$ cat config.mk
export PLATFORM = sky130hd
export DESIGN_NAME = pwm_deadtime_inserter
export DESIGN_NICKNAME = d
export VERILOG_FILES = /design/src/rtl/pwm_deadtime_inserter.sv
export SDC_FILE = /design/constraint.sdc
export NUM_CORES = 1
export LEC_CHECK = 0
export ABC_AREA = 1
export CAP_MARGIN = 20
export CORE_UTILIZATION = 45
export CTS_BUF_LIST = sky130_fd_sc_hd__clkbuf_4
export DETAILED_ROUTE_END_ITERATION = 10
export GPL_TIMING_DRIVEN = 0
export PLACE_DENSITY = 0.59
export SYNTH_ARGS = -nofsm -noshare
export SYNTH_HDL_FRONTEND = slang
export SYNTH_SLANG_ARGS = --single-unit
$ cat constraint.sdc
create_clock -name clk -period 4.35 [get_ports clk]
set_input_delay 0.435 -clock clk [delete_from_list [all_inputs] [get_ports clk]]
set_output_delay 0.435 -clock clk [all_outputs]
set_load 0.005 [all_outputs]
$ cat src/rtl/pwm_deadtime_inserter.sv
`default_nettype none
// ============================================================================
//  Module   : pwm_deadtime_inserter
//  Purpose  : Turns three single-ended SPWM commands (Va/Vb/Vc) into
//             complementary high/low gate pairs separated by a programmable
//             dead interval. The two gates of a leg are never high together.
//  Options  : DT_FAULT_INPUT_EN - adds a fault input that forces every leg
//             OFF and holds it there (sticky) until reset.
//  Revision : 1.0 - initial release
// ============================================================================
module pwm_deadtime_inserter #(
    parameter int DEAD_CYCLES = 8,
    parameter int CNT_W       = 8
) (
    input  logic       clk,
    input  logic       reset,
`ifdef DT_FAULT_INPUT_EN
    input  logic       fault,
    output logic       fault_latched,
`endif
    input  logic       Va,
    input  logic       Vb,
    input  logic       Vc,
    output logic       gA_h,
    output logic       gA_l,
    output logic       gB_h,
    output logic       gB_l,
    output logic       gC_h,
    output logic       gC_l,
    output logic [2:0] dead_active
);

    typedef enum logic [2:0] {
        S_OFF    = 3'd0,
        S_DEAD_H = 3'd1,
        S_ON_H   = 3'd2,
        S_DEAD_L = 3'd3,
        S_ON_L   = 3'd4
    } state_t;

    localparam logic [CNT_W-1:0] c_LOAD = CNT_W'(DEAD_CYCLES - 1);
    localparam logic [CNT_W-1:0] c_ONE  = CNT_W'(1);

    logic [2:0] w_v;
    logic [2:0] w_gate_h;
    logic [2:0] w_gate_l;
    logic [2:0] w_dead;
    logic       w_force_off;
    logic       r_armed;

    assign w_v = {Vc, Vb, Va};

    // r_armed goes high one edge after reset release, so the first command
    // register load has happened before any leg leaves OFF.
    always_ff @(posedge clk) begin
        if (reset) begin
            r_armed <= 1'b0;
        end else begin
            r_armed <= 1'b1;
        end
    end

`ifdef DT_FAULT_INPUT_EN
    logic r_fault_latched;

    // Sticky fault latch: once set, only reset clears it.
    always_ff @(posedge clk) begin
        if (reset) begin
            r_fault_latched <= 1'b0;
        end else if (fault) begin
            r_fault_latched <= 1'b1;
        end
    end

    assign w_force_off   = fault | r_fault_latched;
    assign fault_latched = r_fault_latched;
`else
    assign w_force_off = 1'b0;
`endif

    genvar gi;
    generate
        for (gi = 0; gi < 3; gi++) begin : g_phase
            state_t           r_state;
            state_t           w_state_nxt;
            logic [CNT_W-1:0] r_cnt;
            logic [CNT_W-1:0] w_cnt_nxt;
            logic             r_cmd;
            logic             r_gate_h;
            logic             r_gate_l;
            logic             r_dead;

            // Next-state and counter logic for one leg.
            always_comb begin
                w_state_nxt = r_state;
                w_cnt_nxt   = r_cnt;
                case (r_state)
                    S_OFF: begin
                        if (r_armed) begin
                            w_state_nxt = r_cmd ? S_DEAD_H : S_DEAD_L;
                            w_cnt_nxt   = c_LOAD;
                        end
                    end
                    S_DEAD_H: begin
                        if (!r_cmd) begin
                            w_state_nxt = S_DEAD_L;
                            w_cnt_nxt   = c_LOAD;
                        end else if (r_cnt == '0) begin
                            w_state_nxt = S_ON_H;
                        end else begin
                            w_cnt_nxt = r_cnt - c_ONE;
                        end
                    end
                    S_DEAD_L: begin
                        if (r_cmd) begin
                            w_state_nxt = S_DEAD_H;
                            w_cnt_nxt   = c_LOAD;
                        end else if (r_cnt == '0) begin
                            w_state_nxt = S_ON_L;
                        end else begin
                            w_cnt_nxt = r_cnt - c_ONE;
                        end
                    end
                    S_ON_H: begin
                        if (!r_cmd) begin
                            w_state_nxt = S_DEAD_L;
                            w_cnt_nxt   = c_LOAD;
                        end
                    end
                    S_ON_L: begin
                        if (r_cmd) begin
                            w_state_nxt = S_DEAD_H;
                            w_cnt_nxt   = c_LOAD;
                        end
                    end
                    default: begin
                        w_state_nxt = S_OFF;
                        w_cnt_nxt   = '0;
                    end
                endcase
                if (w_force_off) begin
                    w_state_nxt = S_OFF;
                    w_cnt_nxt   = '0;
                end
            end

            // State, counter, command and registered gate outputs.
            always_ff @(posedge clk) begin
                if (reset) begin
                    r_state  <= S_OFF;
                    r_cnt    <= '0;
                    r_cmd    <= 1'b0;
                    r_gate_h <= 1'b0;
                    r_gate_l <= 1'b0;
                    r_dead   <= 1'b0;
                end else begin
                    r_state  <= w_state_nxt;
                    r_cnt    <= w_cnt_nxt;
                    r_cmd    <= w_v[gi];
                    r_gate_h <= (w_state_nxt == S_ON_H);
                    r_gate_l <= (w_state_nxt == S_ON_L);
                    r_dead   <= (w_state_nxt == S_DEAD_H) ||
                                (w_state_nxt == S_DEAD_L);
                end
            end

            assign w_gate_h[gi] = r_gate_h;
            assign w_gate_l[gi] = r_gate_l;
            assign w_dead[gi]   = r_dead;
        end
    endgenerate

    assign gA_h        = w_gate_h[0];
    assign gA_l        = w_gate_l[0];
    assign gB_h        = w_gate_h[1];
    assign gB_l        = w_gate_l[1];
    assign gC_h        = w_gate_h[2];
    assign gC_l        = w_gate_l[2];
    assign dead_active = w_dead;

endmodule
`default_nettype wire

==> run summary <==
number of flops mapped to enable cells by yosys: 0
relative max-transition margin: 63.8%
multi-input logic area: 1490 sq um
Synth Instances: 404
WP data arrival: 1270 ps
maxcap violations: 0
Fin. Hold Viols: 0
pin count of the biggest net entering global routing: 15
Hold Path Class: primary input to register
Syn Area/Cell: 6.66 sq um
WP data required: 3910 ps
number of global-route vias before repair: 2,118
Crit Path Class: register to primary output
worst-margin pin slew: 543 ps
DRC errors left: 0
FMAX: 0.588 GHz
GRT met2 Usage: 30.1%
clock-pin slew on the worst setup and hold paths: 140 ps
Setup Buffers After CTS: 0
Die W: 79.3 microns
ys async rst share: 0%
first-pass GRT wire length: 9380 microns
YS warnings: 0
IO Pins: 14
synth cell count leaders: nand2_1, nor2_1, inv_1, dfxtp_1, nand3_1
Total GRT Usage: 19.1%
CTS Hold Bufs: 0
hold slack: 455 ps
distinct cell type count after synthesis: 34
DRT antenna net count: 0
Synth Flop Type: dfxtp_1
setup violators final: 0
Initial Util: 47.7%
post-synth top area share: 34.2%
Die Y: 79.3 microns
GP Congestion: 0.837
hpwl dp: 4180 microns
CP Max Fanout: 1
startpoint types: register
Detailed Routing Iterations Pass 1: 5
vias post-DR: 2,443
Power Dens Cells: 694 nW/um^2
NumNets Final: 433
CTS max path bufs: 2
clock tree from TritonCTS: yes
Via density: 4.93
CTS Buf Count: 5
# fillers: 580
sequential fraction of the synthesis area: 34.2%
setup TNS: 0 ps
GR met1 Demand/Resource: 25.9%
core area: 5640 sq um
CTS H-Tree Depth: 2
TritonCTS Sinks: 46
status: completed
Area Overhead vs Synth: 9.82%
Post-Synthesis Cell Area: 2690 sq um
layout cells sized above 1: 14.2%
unrepaired setup endpoints after global routing: false
clk_skew: 14.2 ps
DRT iter0 DRCs: 104
sequential cell area: 921 sq um
clock period minus final worst setup slack: 1700 ps
Yosys top cell by area: dfxtp_1
met3 Track Usage GR: 4.48%
Final Cycle Share: 39.1%
wire per inst: 11.1 microns
flops & latches, synth: 46
Remaining Overflow, GRT: 0
worst vdd ir: 0.000285 V
initial antenna violation count: 0
Syn Nets: 414
Skew-Pair Late Insertion Delay: 360 ps
Antenna Cells: 0
Max Slew Vio Count: 0
placed instance count: 488
leading cell type by number of instances after synthesis: nand2_1
Rows: 27
Final Non-Filler Cells: 496
Most Crowded Layer GR: met2
PortBufs: 12
critical path endpoint category: primary output
Synth area leaders: dfxtp_1, nand2_1, nor2_1, nand3_1, inv_1
P_leak: 1.31 nW
PostCTS Resize Cnt: 0
Die Area: 6290 sq um
CTS Root Cell: clkbuf_4
final WL: 5500 microns
placed cells by master (no fill, tap or decap), types with 2 or more instances in the layout:
master and n:
nand2_1 88, nor2_1 56, inv_1 51, dfxtp_1 46, nand3_1 40, a21oi_1 22, o21ai_0 17, nor2_2 12
nand2_2 12, clkdlybuf4s50_1 12, inv_2 8, xor2_1 7, buf_4 5, nor3_2 5, ha_1 5, clkbuf_4 5
clkbuf_1 3, xnor2_1 3, a21oi_2 2, nor2_4 2, o21ai_1 2, a31oi_1 2, o2111ai_1 2, nand4_1 2
cell type report:
cell class / count / area share, %
Clock inverter: 3 / 0.551
Sequential cell: 46 / 31.2
Timing Repair Buffer: 12 / 4.07
Multi-Input combinational cell: 290 / 50.4
Buffer: 8 / 1.65
Inverter: 60 / 7.80
Tap cell: 72 / 3.05
Clock buffer: 5 / 1.27
routing by layer:
| layer | routed length, microns | vias up |
|---|---|---|
| met3 | 233 | 4 |
| met1 | 2820 | 1079 |
| met4 | 61 | 0 |
| met2 | 2380 | 53 |
| li1 | - | 1307 |
| met5 | 0 | - |
report_power, final:
| part | leakage (nW) | switching, mW | total (mW) | internal, mW |
|---|---|---|---|---|
| Combinational | 0.904 | 0.749 | 1.20 | 0.455 |
| Sequential | 0.379 | 0.105 | 0.647 | 0.542 |
| Clock | 0.0286 | 0.139 | 0.199 | 0.0603 |
| Total | 1.31 | 0.993 | 2.05 | 1.06 |
worst max-delay path: stages, from the launching register on:
cell and delay (ps):
dfxtp_1 330, buf_4 90, clkdlybuf4s50_1 480
cells by family (layout without fill, tap and decap cells):
group / Yosys count / in the layout / share of synthesized area [%]
and+or+nand+nor: 223 / 223 / 38.6
buffers and inverters: 68 / 88 / 10.4
AOI/OAI and AO/OA: 52 / 52 / 11.2
DFF: 46 / 46 / 34.2
xor gates and xnor gates: 10 / 10 / 3.26
adders and majority gates: 5 / 5 / 2.33
through the flow:
step	power, mW	area, sq um	setup WS, ps	utilization [%]
2_1_floorplan	1.60	2690	2980	-
3_3_place_gp	1.84	2900	2730	51.4
3_5_place_dp	1.86	2900	2710	51.4
4_1_cts	2.07	2950	2620	52.3
5_1_grt	2.28	2950	2490	52.3
6_report	2.05	2950	2650	52.3
final timing paths:
check / from / endpoint / slack (ps) / cells past startpoint
worst max-delay path: g_phase[0].r_dead / dead_active[0] / 2650 / 2
worst min-delay path: reset / g_phase[0].r_state[0] / 460 / 2
worst min register to register: g_phase[2].r_cnt[5] / g_phase[2].r_cnt[5] / 500 / 2
worst max register to register: g_phase[1].r_cnt[0] / g_phase[1].r_cnt[2] / 2690 / 11
registers in the layout, summed over array words and instances, names as in the netlist:
signal,cells
r_armed,1
gA_l,1
gC_h,1
gA_h,1
g_phase.r_cnt,24
gB_h,1
g_phase.r_dead,3
g_phase.r_state,9
gB_l,1
g_phase.r_cmd,3
gC_l,1
Power figures use the tool's default switching activity.
